## src/rtl/membank_arbiter.sv

```systemverilog
// membank_arbiter: shares one 256x16 memory bank between the control unit (CU)
//   and the program loader (LD). One access per cycle, grant in the request cycle,
//   read data returned one cycle after the grant with a registered valid tag.
// Ports: CLK100MHZ/rst (sync, active-high); cu_* and ld_* request/grant/read-return
//   groups; mem_* bank command pins; busy_ld diagnostic (last grant went to LD).
// Optional: define MBARB_STATS_EN to add saturating grant/conflict counters
//   (cu_cnt, ld_cnt, conflict_cnt).
module membank_arbiter #(
  parameter int AW       = 8,
  parameter int DW       = 16,
  parameter int ARB_MODE = 0   // 0 = round-robin, 1 = fixed priority (CU wins)
) (
  input  logic          CLK100MHZ,
  input  logic          rst,
  input  logic          cu_req,
  input  logic          cu_we,
  input  logic [AW-1:0] cu_addr,
  input  logic [DW-1:0] cu_wdata,
  output logic          cu_gnt,
  output logic          cu_rvalid,
  output logic [DW-1:0] cu_rdata,
  input  logic          ld_req,
  input  logic          ld_we,
  input  logic [AW-1:0] ld_addr,
  input  logic [DW-1:0] ld_wdata,
  output logic          ld_gnt,
  output logic          ld_rvalid,
  output logic [DW-1:0] ld_rdata,
  output logic [AW-1:0] mem_addr,
  output logic          mem_read,
  output logic          mem_write,
  output logic [DW-1:0] mem_wdata,
  input  logic [DW-1:0] mem_rdata,
  output logic          busy_ld
`ifdef MBARB_STATS_EN
  ,
  output logic [15:0]   cu_cnt,
  output logic [15:0]   ld_cnt,
  output logic [15:0]   conflict_cnt
`endif
);

  // last_owner / rd_owner encoding: 1 = loader, 0 = CU
  logic          last_owner;
  logic          pend;
  logic          rd_owner;
  logic [AW-1:0] addr_q;
  logic [DW-1:0] wdata_q;

  logic          any_gnt;
  logic          win_we;
  logic [AW-1:0] win_addr;
  logic [DW-1:0] win_wdata;

  // Grant decision; both grants are held low while in reset.
  always_comb begin
    cu_gnt = 1'b0;
    ld_gnt = 1'b0;
    if (!rst) begin
      if (ARB_MODE == 1) begin
        cu_gnt = cu_req;
        ld_gnt = ld_req & ~cu_req;
      end else if (cu_req && ld_req) begin
        // tie: whoever was not served last wins
        cu_gnt = last_owner;
        ld_gnt = ~last_owner;
      end else begin
        cu_gnt = cu_req;
        ld_gnt = ld_req;
      end
    end
  end

  // Winner's command fields
  always_comb begin
    any_gnt   = cu_gnt | ld_gnt;
    win_we    = cu_gnt ? cu_we    : ld_we;
    win_addr  = cu_gnt ? cu_addr  : ld_addr;
    win_wdata = cu_gnt ? cu_wdata : ld_wdata;
  end

  // Memory command: live from the winner, otherwise hold the shadowed values
  always_comb begin
    mem_read  = any_gnt & ~win_we;
    mem_write = any_gnt &  win_we;
    mem_addr  = any_gnt ? win_addr  : addr_q;
    mem_wdata = any_gnt ? win_wdata : wdata_q;
  end

  always_ff @(posedge CLK100MHZ) begin
    if (rst) begin
      last_owner <= 1'b1;   // CU wins the first tie after reset
      busy_ld    <= 1'b0;
      addr_q     <= '0;
      wdata_q    <= '0;
      pend       <= 1'b0;
      rd_owner   <= 1'b0;
    end else begin
      if (any_gnt) begin
        last_owner <= ld_gnt;
        busy_ld    <= ld_gnt;
        addr_q     <= win_addr;
        wdata_q    <= win_wdata;
      end
      // a new read may be issued while the previous one returns
      pend     <= any_gnt & ~win_we;
      rd_owner <= ld_gnt;
    end
  end

  // Read return: both ports see the bank data, only the owner's valid is raised
  always_comb begin
    cu_rvalid = pend & ~rd_owner & ~rst;
    ld_rvalid = pend &  rd_owner & ~rst;
    cu_rdata  = mem_rdata;
    ld_rdata  = mem_rdata;
  end

`ifdef MBARB_STATS_EN
  always_ff @(posedge CLK100MHZ) begin
    if (rst) begin
      cu_cnt       <= '0;
      ld_cnt       <= '0;
      conflict_cnt <= '0;
    end else begin
      if (cu_gnt && (cu_cnt != 16'hFFFF))
        cu_cnt <= cu_cnt + 16'd1;
      if (ld_gnt && (ld_cnt != 16'hFFFF))
        ld_cnt <= ld_cnt + 16'd1;
      if (cu_req && ld_req && (conflict_cnt != 16'hFFFF))
        conflict_cnt <= conflict_cnt + 16'd1;
    end
  end
`endif

endmodule

```

## config.mk

```make
export PLATFORM = sky130hd
export DESIGN_NAME = membank_arbiter
export DESIGN_NICKNAME = d
export VERILOG_FILES = /design/src/rtl/membank_arbiter.sv
export SDC_FILE = /design/constraint.sdc
export NUM_CORES = 1
export LEC_CHECK = 0
export ABC_AREA = 0
export BUFFER_PORTS_ARGS = -buffer_cell sky130_fd_sc_hd__buf_2
export CORE_MARGIN = 2
export CORE_UTILIZATION = 29
export CTS_CLUSTER_DIAMETER = 150
export CTS_CLUSTER_SIZE = 12
export DETAILED_ROUTE_END_ITERATION = 7
export REMOVE_ABC_BUFFERS = 1
export SYNTH_ARGS = -nofsm -noshare
export SYNTH_HDL_FRONTEND = slang
export SYNTH_SLANG_ARGS = --single-unit
```

## constraint.sdc

```tcl
create_clock -name CLK100MHZ -period 1.45 [get_ports CLK100MHZ]
set_input_delay 0.2175 -clock CLK100MHZ [delete_from_list [all_inputs] [get_ports CLK100MHZ]]
set_output_delay 0.2175 -clock CLK100MHZ [all_outputs]
set_load 0.02 [all_outputs]
```

**Yosys cells after proc, flatten, opt, wreduce, memory -nomap -nowiden**

Index checks and enable logic that the tools add are counted.

- Output and inout bits: 63
- Bits of input ports: 70
- Register bits after elaboration: 28

- Bitwise gates (word level): 11
- Mux-type cells: 9
- Reductions and logical operators: 1

Operators by type and width:

| kind | count |
|---|---|
| 16-bit two-way mux | 2 |
| 8-bit two-way mux | 2 |
| 1-bit AND | 6 |
| 1-bit two-way mux | 5 |
| 1-bit NOT | 4 |
| 1-bit logical AND | 1 |
| 1-bit OR | 1 |

**Depth between registers and ports, before layout**

Gate-level depths: netlist of the first run.

- Depth after elaboration: 6
- Mapped depth: 5

**Least setup slack after synthesis of the first run**

OpenSTA, ideal clock, no wires.

- Path kind: flip-flop to output port
- Start point: register last_owner
- End point: output port mem_wdata[10]
- Slack: 0.053 ns
- Cell stages (with the launch flop): 5
- Buffers on the path: 1
- Arrival: 1.180 ns
- Path through: dfxtp_1 and2b_4 buf_6 o21ai_1 a21oi_1

- Longest elaborated chain between the ends: 5

Ends and longest elaborated chain:

| element | RTL line | text |
|---|---|---|
| start: declaration | 44 | `logic last_owner;` |
| start signal: assignment | 100 | `last_owner <= ld_gnt;` |
| 1-bit NOT | 66 | `ld_gnt = ~last_owner;` |
| 1-bit two-way mux | 63 | `end else if (cu_req && ld_req) begin` |
| 1-bit two-way mux | 59 | `if (!rst) begin` |
| 1-bit OR | 76 | `any_gnt = cu_gnt \| ld_gnt;` |
| 16-bit two-way mux (*) | n/a |  |
| end: declaration | 32 | `output logic [DW-1:0] mem_wdata,` |

Mark *: on every way between the ends. The rest lies on a longest branch, timed or not.

**Worst setup path in the final report of the first run**

- Start point: register last_owner
- End point: output port mem_wdata[11]

The elaborated chain is that of the path after synthesis.

==> impl_metrics.prom, run 1 <==
# TYPE chip_impl_metric gauge
chip_impl_info{name="run_status",value="complete, but fails checks"} 1
chip_impl_info{name="failing_checks",value="setup timing"} 1
chip_impl_metric{name="synth.area.mux_share",unit="%"} 0
chip_impl_metric{name="chipHeight",unit="um"} 83.69
chip_impl_metric{name="detailed_place_hpwl",unit="mm"} 4.535
chip_impl_metric{name="grt_antenna_before_repair",unit=""} 0
chip_impl_metric{name="ys_ff_latch",unit=""} 28
chip_impl_metric{name="maxSlewViolCount",unit=""} 0
chip_impl_metric{name="synthAdderAreaFrac",unit="%"} 0
chip_impl_info{name="synth_top_family_by_area",value="compound AO/OA/AOI/OAI gates"} 1
chip_impl_metric{name="placeableCoreArea",unit="sq um"} 6241
chip_impl_metric{name="inserted_clock_buffers",unit=""} 3
chip_impl_metric{name="numClockSinks",unit=""} 28
chip_impl_metric{name="critPathMaxFanout",unit=""} 7
chip_impl_metric{name="synthXorXnorAreaFrac",unit="%"} 0
chip_impl_metric{name="grt_max_degree",unit=""} 27
chip_impl_info{name="rsz_0062_raised_after_global_routing",value="true"} 1
chip_impl_metric{name="pwr_density_cell",unit="nW/um^2"} 819.3
chip_impl_info{name="worst_path_most_repeated_cell",value="sky130_fd_sc_hd__buf_12"} 1
chip_impl_info{name="post-synth-top-count-cell",value="sky130_fd_sc_hd__buf_4"} 1
chip_impl_info{name="root_buffer",value="sky130_fd_sc_hd__clkbuf_8"} 1
chip_impl_metric{name="dieArea",unit="sq um"} 7004
chip_impl_metric{name="fmax",unit="GHz"} 0.5675
chip_impl_metric{name="final_antenna_net_count",unit=""} 0
chip_impl_info{name="synth_largest_area_cell",value="sky130_fd_sc_hd__dfxtp_1"} 1
chip_impl_info{name="postSynth.topFlopCell",value="sky130_fd_sc_hd__dfxtp_1"} 1
chip_impl_metric{name="finalSetupTns",unit="ps"} -6770
chip_impl_metric{name="detailroute.via_count",unit=""} 1902
chip_impl_info{name="synth.area.top_cells",value="sky130_fd_sc_hd__dfxtp_1 (30%), sky130_fd_sc_hd__buf_4 (15%), sky130_fd_sc_hd__a211oi_2 (12%)"} 1
chip_impl_metric{name="async_flop_share",unit="%"} 0
chip_impl_metric{name="first_global_vias",unit=""} 1980
chip_impl_info{name="cts_tree",value="yes"} 1
chip_impl_metric{name="total_power",unit="uW"} 2279
chip_impl_metric{name="routedWlPerCell",unit="um"} 16.66
chip_impl_metric{name="synthSimpleGateAreaFrac",unit="%"} 9.035
chip_impl_metric{name="timing.reg2reg.setup_slack",unit="ps"} 70
chip_impl_metric{name="grt_usage",unit="%"} 17.40
chip_impl_info{name="post_synth_most_frequent_cells",value="sky130_fd_sc_hd__buf_4 (36), sky130_fd_sc_hd__dfxtp_1 (28), sky130_fd_sc_hd__a21oi_1 (26), sky130_fd_sc_hd__nor2_1 (25), sky130_fd_sc_hd__a31oi_1 (23)"} 1
chip_impl_metric{name="compound_gate_fraction_of_synth_area",unit="%"} 39.40
chip_impl_metric{name="cp.buffers_inverters",unit=""} 3
chip_impl_metric{name="layout_min_cycle_time",unit="ps"} 1762
chip_impl_info{name="crit_type",value="flop to output port"} 1
chip_impl_metric{name="delay_of_the_slowest_cell_on_the_worst_path",unit="ps"} 330
chip_impl_metric{name="area_growth_syn_to_layout",unit="%"} 51.02
chip_impl_metric{name="worst_slew_pin_slew",unit="ps"} 298.9
chip_impl_info{name="timing.hold.worst.class",value="primary input to flop"} 1
chip_impl_metric{name="setup_ws",unit="ps"} -312.3
chip_impl_metric{name="worst_path_required_time",unit="ps"} 1230
chip_impl_metric{name="setup_violations_final",unit=""} 27
chip_impl_metric{name="final_min_period_over_clock_period",unit="%"} 121.5
chip_impl_metric{name="final_nets",unit=""} 369
chip_impl_info{name="crit_family",value="buffers and inverters"} 1
chip_impl_metric{name="power.static_leakage",unit="uW"} 0.001164
chip_impl_metric{name="final.fill_count",unit=""} 647
chip_impl_metric{name="htreeDepth",unit=""} 1
chip_impl_metric{name="synth_area_per_cell",unit="sq um"} 8.410
chip_impl_metric{name="synth_enable_flop_cells",unit=""} 0
chip_impl_metric{name="insertedDiodeCount",unit=""} 0
chip_impl_info{name="startpoint_type",value="flop"} 1
chip_impl_metric{name="timing.clock.skew",unit="ps"} 6.850
chip_impl_metric{name="insertion_delay",unit="ps"} 280
chip_impl_metric{name="drc_errors",unit=""} 0
chip_impl_info{name="series_of_cell_instances_along_the_critical_path",value="and2b_4 > buf_12 > buf_12 > o21ai_2 > a21oi_2 > buf_6"} 1
chip_impl_info{name="critical-path-slowest-cell",value="sky130_fd_sc_hd__dfxtp_2"} 1
chip_impl_metric{name="initial_drt_markers",unit=""} 61
chip_impl_metric{name="clockBufferDepth",unit=""} 2
chip_impl_info{name="critPathCaptureType",value="output port"} 1
chip_impl_metric{name="dr.pass1.iters",unit=""} 4
chip_impl_metric{name="final_layout_size_suffix_gt1_share",unit="%"} 66.44
chip_impl_metric{name="worst_ir_drop_vdd",unit="uV"} 411.6
chip_impl_metric{name="timing.final.hold_violations",unit=""} 0
chip_impl_metric{name="netlist_instances",unit=""} 219
chip_impl_metric{name="post_synth_instance_area",unit="sq um"} 1842
chip_impl_metric{name="yosysSeqAreaShare",unit="%"} 30.43
chip_impl_metric{name="critPathArrivalTime",unit="ps"} 1540
chip_impl_metric{name="drt-vias-per-instance",unit=""} 5.072
chip_impl_metric{name="timing.max_slew.rel_slack",unit="%"} 79.98
chip_impl_metric{name="design.portCount",unit=""} 133
chip_impl_metric{name="synthesis.yosys.warnings",unit=""} 0
chip_impl_metric{name="globalRoute.totalOverflow",unit=""} 0
chip_impl_metric{name="worst_setup_hold_path_clk_slew",unit="ps"} 100
chip_impl_metric{name="fp.dieW",unit="um"} 83.69
chip_impl_metric{name="grt_first_pass_wirelength",unit="mm"} 9.770
chip_impl_metric{name="final_cell_count_without_fillers",unit=""} 375
chip_impl_metric{name="num_rows",unit=""} 29
chip_impl_metric{name="placed_cells_incl_taps",unit=""} 366
chip_impl_metric{name="yosys.cell_types.count",unit=""} 27
chip_impl_metric{name="maxCapViolations",unit=""} 0
chip_impl_metric{name="buffer_ports.inserted",unit=""} 84
chip_impl_metric{name="gp_routability_congestion",unit=""} 0.7623
chip_impl_metric{name="routed_wl",unit="mm"} 6.247
chip_impl_metric{name="portion_of_synthesized_cell_area_occupied_by_the_leading_cell_type",unit="%"} 30.43
chip_impl_metric{name="initial_core_util",unit="%"} 29.51
==> per-stage QoR <==
stage	hold WS, ps	setup slack (ps)	util (%)	area, sq um
after floorplan	290.5	-237.5	-	1460
after global placement	435.2	-9.115	37.61	2347
after detailed placement	435.2	-13.08	37.61	2347
after CTS	185.9	-287.8	43.06	2688
after global routing	204.9	-374.9	44.57	2781
final	191.8	-312.3	44.57	2781
==> cell usage in the layout, fill, tap and decap left out, types with 3 or more instances in the layout <==
master / n
sky130_fd_sc_hd__a211oi_1: 6
sky130_fd_sc_hd__a211oi_2: 18
sky130_fd_sc_hd__a21oi_1: 9
sky130_fd_sc_hd__a21oi_2: 17
sky130_fd_sc_hd__a31oi_1: 17
sky130_fd_sc_hd__a31oi_2: 5
sky130_fd_sc_hd__and3_1: 5
sky130_fd_sc_hd__buf_12: 10
sky130_fd_sc_hd__buf_2: 59
sky130_fd_sc_hd__buf_4: 53
sky130_fd_sc_hd__clkbuf_8: 4
sky130_fd_sc_hd__dfxtp_1: 27
sky130_fd_sc_hd__nand2_1: 3
sky130_fd_sc_hd__nor2_1: 25
sky130_fd_sc_hd__o21ai_2: 16
sky130_fd_sc_hd__o21ai_4: 4
==> state kept, by name, summed over array words and instances (netlist names) <==
signal / count
addr_q: 8
wdata_q: 16
rd_owner: 1
busy_ld: 1
last_owner: 1
pend: 1
==> worst register-to-register path, cell delays in order (launching register included) <==
cell and delay [ps]:
sky130_fd_sc_hd__dfxtp_2 330, sky130_fd_sc_hd__and2b_4 310, sky130_fd_sc_hd__buf_12 120, sky130_fd_sc_hd__buf_16 110, sky130_fd_sc_hd__o21ai_2 80, sky130_fd_sc_hd__buf_4 130
sky130_fd_sc_hd__a211oi_1 220
==> layer usage <==
| metal | share of wire [%] | global-route usage (%) | up-vias |
|---|---|---|---|
| met3 | 9.1 | 8.111 | 7 |
| li1 | - | - | 937 |
| met1 | 41 | 20.79 | 877 |
| met2 | 49 | 27.64 | 79 |
| met5 | 0.62 | 5.303 | - |
| met4 | 0.66 | 4.692 | 2 |
==> kinds of logic after synthesis <==
group,after synthesis
simple gates,37
buf+inv,52
compound gates,102
flops,28
==> path summary, 6_finish.rpt <==
| path | start | end | cells after the start |
|---|---|---|---|
| setup / recovery | last_owner | mem_wdata[11] | 6 |
| hold / removal | ld_wdata[4] | wdata_q[4] | 3 |
| setup reg to reg | last_owner | addr_q[2] | 6 |
| hold reg to reg | busy_ld | busy_ld | 1 |
==> what timing repair did <==
action	CTS	global route
gates resized for setup	61	20
cloned	1	0
setup endpoints to repair	27	28
buffers inserted	4	0
hold buffers	0	0
pin swaps	24	0
==> power by group <==
part	internal, uW	switching, uW	leakage, uW
logic	436	498	0.000903
clock network	244	254	0.0000288
registers	830	16.8	0.000232
total	1510	769	0.00116
==> final cells by class <==
| cell class | instances | area [sq um] | area share (%) |
|---|---|---|---|
| inverters | 2 | 7.507 | 0.2699 |
| flip-flops and latches | 28 | 561.8 | 20.20 |
| clock buffers | 4 | 55.05 | 1.979 |
| multi-input cells | 139 | 1117 | 40.17 |
| well taps | 77 | 96.34 | 3.464 |
| repair buffers | 125 | 943.4 | 33.92 |
(Power assumes the default switching activity.)
==> run 2, diff against run 1 <==
Settings changed: CORE_UTILIZATION 29 to 41, HOLD_SLACK_MARGIN set to 0.1, PLACE_DENSITY set to 0.81.
Clock period 1.45 ns to 1.9 ns, I/O delays scaled along.
==> impl_metrics.prom, run 2 (synthesis results as in run 1) <==
# TYPE chip_impl_metric gauge
chip_impl_metric{name="grt_max_degree",unit=""} 27
chip_impl_metric{name="final_antenna_net_count",unit=""} 0
chip_impl_metric{name="worst_ir_drop_vdd",unit="uV"} 283.2
chip_impl_metric{name="grt_usage",unit="%"} 22.21
chip_impl_metric{name="num_rows",unit=""} 24
chip_impl_metric{name="total_power",unit="uW"} 1515
chip_impl_info{name="commonest_non_fill_non_tap_cell_in_the_layout",value="sky130_fd_sc_hd__buf_2"} 1
chip_impl_metric{name="power.static_leakage",unit="uW"} 0.0009261
chip_impl_info{name="mostFrequentLayoutCells",value="sky130_fd_sc_hd__buf_2 (84), sky130_fd_sc_hd__dfxtp_1 (27), sky130_fd_sc_hd__a21oi_1 (26), sky130_fd_sc_hd__nor2_1 (25), sky130_fd_sc_hd__a31oi_1 (22)"} 1
chip_impl_metric{name="finalSetupTns",unit="ps"} 0
chip_impl_metric{name="initial_drt_markers",unit=""} 113
chip_impl_metric{name="timing.final.hold_violations",unit=""} 0
chip_impl_info{name="cts_tree",value="yes"} 1
chip_impl_metric{name="globalRoute.totalOverflow",unit=""} 0
chip_impl_metric{name="cp.buffers_inverters",unit=""} 2
chip_impl_info{name="timing.hold.worst.class",value="primary input to flop"} 1
chip_impl_metric{name="pwr-share-comb",unit="%"} 33.2
chip_impl_metric{name="delay_of_the_slowest_cell_on_the_worst_path",unit="ps"} 350
chip_impl_info{name="critPathCaptureType",value="output port"} 1
chip_impl_metric{name="chipHeight",unit="um"} 71.03
chip_impl_metric{name="htreeDepth",unit=""} 1
chip_impl_metric{name="globalRouteMet2Util",unit="%"} 32.09
chip_impl_metric{name="final_min_period_over_clock_period",unit="%"} 95.29
chip_impl_metric{name="insertedDiodeCount",unit=""} 0
chip_impl_metric{name="total_switching_power",unit="uW"} 508.1
chip_impl_metric{name="maxSlewViolCount",unit=""} 0
chip_impl_metric{name="routed_wl",unit="mm"} 5.730
chip_impl_metric{name="power.switching_fraction",unit="%"} 33.54
chip_impl_metric{name="numClockSinks",unit=""} 28
chip_impl_metric{name="gr_util_met1",unit="%"} 29.56
chip_impl_metric{name="dr.pass1.iters",unit=""} 4
chip_impl_metric{name="share_clk_of_total_power",unit="%"} 24.2
chip_impl_metric{name="routedWlPerCell",unit="um"} 17.91
chip_impl_metric{name="initial_core_util",unit="%"} 42.30
chip_impl_metric{name="worst_setup_hold_path_clk_slew",unit="ps"} 90
chip_impl_info{name="critical-path-slowest-cell",value="sky130_fd_sc_hd__dfxtp_2"} 1
chip_impl_metric{name="met3_usage",unit="%"} 10.11
chip_impl_metric{name="timing.max_slew.rel_slack",unit="%"} 80.37
chip_impl_info{name="series_of_cell_instances_along_the_critical_path",value="nand2b_1 > buf_6 > a31oi_1 > a21oi_1 > buf_2"} 1
chip_impl_metric{name="fmax",unit="GHz"} 0.5523
chip_impl_metric{name="design.portCount",unit=""} 133
chip_impl_metric{name="buffer_ports.inserted",unit=""} 84
chip_impl_metric{name="final_nets",unit=""} 339
chip_impl_info{name="run_status",value="finished, final reports clean"} 1
chip_impl_metric{name="power.sequential.fraction",unit="%"} 42.7
chip_impl_metric{name="p_int",unit="uW"} 1007
chip_impl_info{name="root_buffer",value="sky130_fd_sc_hd__clkbuf_8"} 1
chip_impl_metric{name="final.fill_count",unit=""} 425
chip_impl_metric{name="detailroute.via_count",unit=""} 1863
chip_impl_metric{name="gp_routability_congestion",unit=""} 0.8362
chip_impl_metric{name="final-seq-area",unit="sq um"} 561.8
chip_impl_metric{name="critPathMaxFanout",unit=""} 17
chip_impl_info{name="startpoint_type",value="flop"} 1
chip_impl_metric{name="worst_slew_pin_slew",unit="ps"} 293.0
chip_impl_metric{name="largest_register_ffs",unit=""} 16
chip_impl_info{name="grt_max_usage_layer",value="met2"} 1
chip_impl_metric{name="maxCapViolations",unit=""} 0
chip_impl_metric{name="critPathArrivalTime",unit="ps"} 1530
chip_impl_metric{name="final_layout_size_suffix_gt1_share",unit="%"} 47.39
chip_impl_metric{name="worst_path_required_time",unit="ps"} 1620
chip_impl_metric{name="placeableCoreArea",unit="sq um"} 4354
chip_impl_metric{name="fp.dieW",unit="um"} 71.03
chip_impl_info{name="crit_type",value="flop to output port"} 1
chip_impl_metric{name="drc_errors",unit=""} 0
chip_impl_info{name="crit_family",value="compound AO/OA/AOI/OAI gates"} 1
chip_impl_metric{name="timing.clock.skew",unit="ps"} 7.413
chip_impl_info{name="reg_top3",value="wdata_q: 16 flops, addr_q: 8 flops"} 1
chip_impl_metric{name="cts_setup_buffers",unit=""} 0
chip_impl_metric{name="detailed_place_hpwl",unit="mm"} 4.186
chip_impl_metric{name="first_global_vias",unit=""} 1760
chip_impl_metric{name="inserted_clock_buffers",unit=""} 3
chip_impl_metric{name="area_growth_syn_to_layout",unit="%"} 14.13
chip_impl_info{name="regMostFlops",value="wdata_q"} 1
chip_impl_metric{name="layout_min_cycle_time",unit="ps"} 1811
chip_impl_metric{name="setup_violations_final",unit=""} 0
chip_impl_metric{name="grt_antenna_before_repair",unit=""} 0
chip_impl_metric{name="postCtsHoldBufs",unit=""} 0
chip_impl_metric{name="insertion_delay",unit="ps"} 270
chip_impl_metric{name="final_util",unit="%"} 48.28
chip_impl_metric{name="hold_ws",unit="ps"} 289.2
chip_impl_metric{name="clockBufferDepth",unit=""} 2
chip_impl_metric{name="dieArea",unit="sq um"} 5045
chip_impl_metric{name="area_of_the_multi_input_gates",unit="sq um"} 913.4
chip_impl_metric{name="pwr_density_cell",unit="nW/um^2"} 720.7
chip_impl_metric{name="grt_first_pass_wirelength",unit="mm"} 8.776
chip_impl_metric{name="drt-vias-per-instance",unit=""} 5.822
run 2: cell count changes in the layout (fill, tap and decap cells not counted), sizes merged:
cell,previous run,this run
and2b,1,2
buf,125,94
run 2: final timing paths:
check	from	to	slack, ps	depth (start not counted)
worst max register to register	last_owner	wdata_q[3]	700	4
worst min-delay path	ld_addr[2]	addr_q[2]	290	3
worst max-delay path	last_owner	mem_wdata[3]	90	5
worst min register to register	busy_ld	busy_ld	500	1
run 2: power groups by stage:
stage               Sequential [uW]  Clock (uW)  Combinational, uW
floorplan                       659           0                290
global placement                658           0                486
CTS                             646         380                497
detailed placement              659           0                493
finish                          647         366                502
global route                    652         400                547
run 2: what timing repair did:
item | 4_1_cts | 5_1_grt
cloned | 0 | 1
resized for setup | 2 | 5
setup endpoints to repair | 4 | 26
hold endpoints to repair | 0 | 0
run 2: area by class of cell:
class                           instances  area share (%)
Multi-Input combinational cell        140           43.45
Inverter                                2          0.3571
Timing Repair Buffer                   94           23.75
Tap cell                               52           3.095
Sequential cell                        28           26.73
Clock buffer                            4           2.619
run 2: per-stage QoR:
step	instance area [sq um]	instances	setup WS, ps
finish	2102	320	89.49
global route	2102	320	-1.178
CTS	2081	319	-11.72
detailed placement	2021	315	204.4
global placement	2021	315	183.7
floorplan	1460	169	145.0
run 2: worst min-delay path, cell delays in order:
cell	delay, ps
sky130_fd_sc_hd__buf_2	100
sky130_fd_sc_hd__o21ai_2	60
sky130_fd_sc_hd__a211oi_1	70
run 2: routing by layer:
metal	share of wire (%)	routed length, um
met3	11	635
met1	44	2495
met2	44	2509
met4	1.0	59
met5	0.52	30
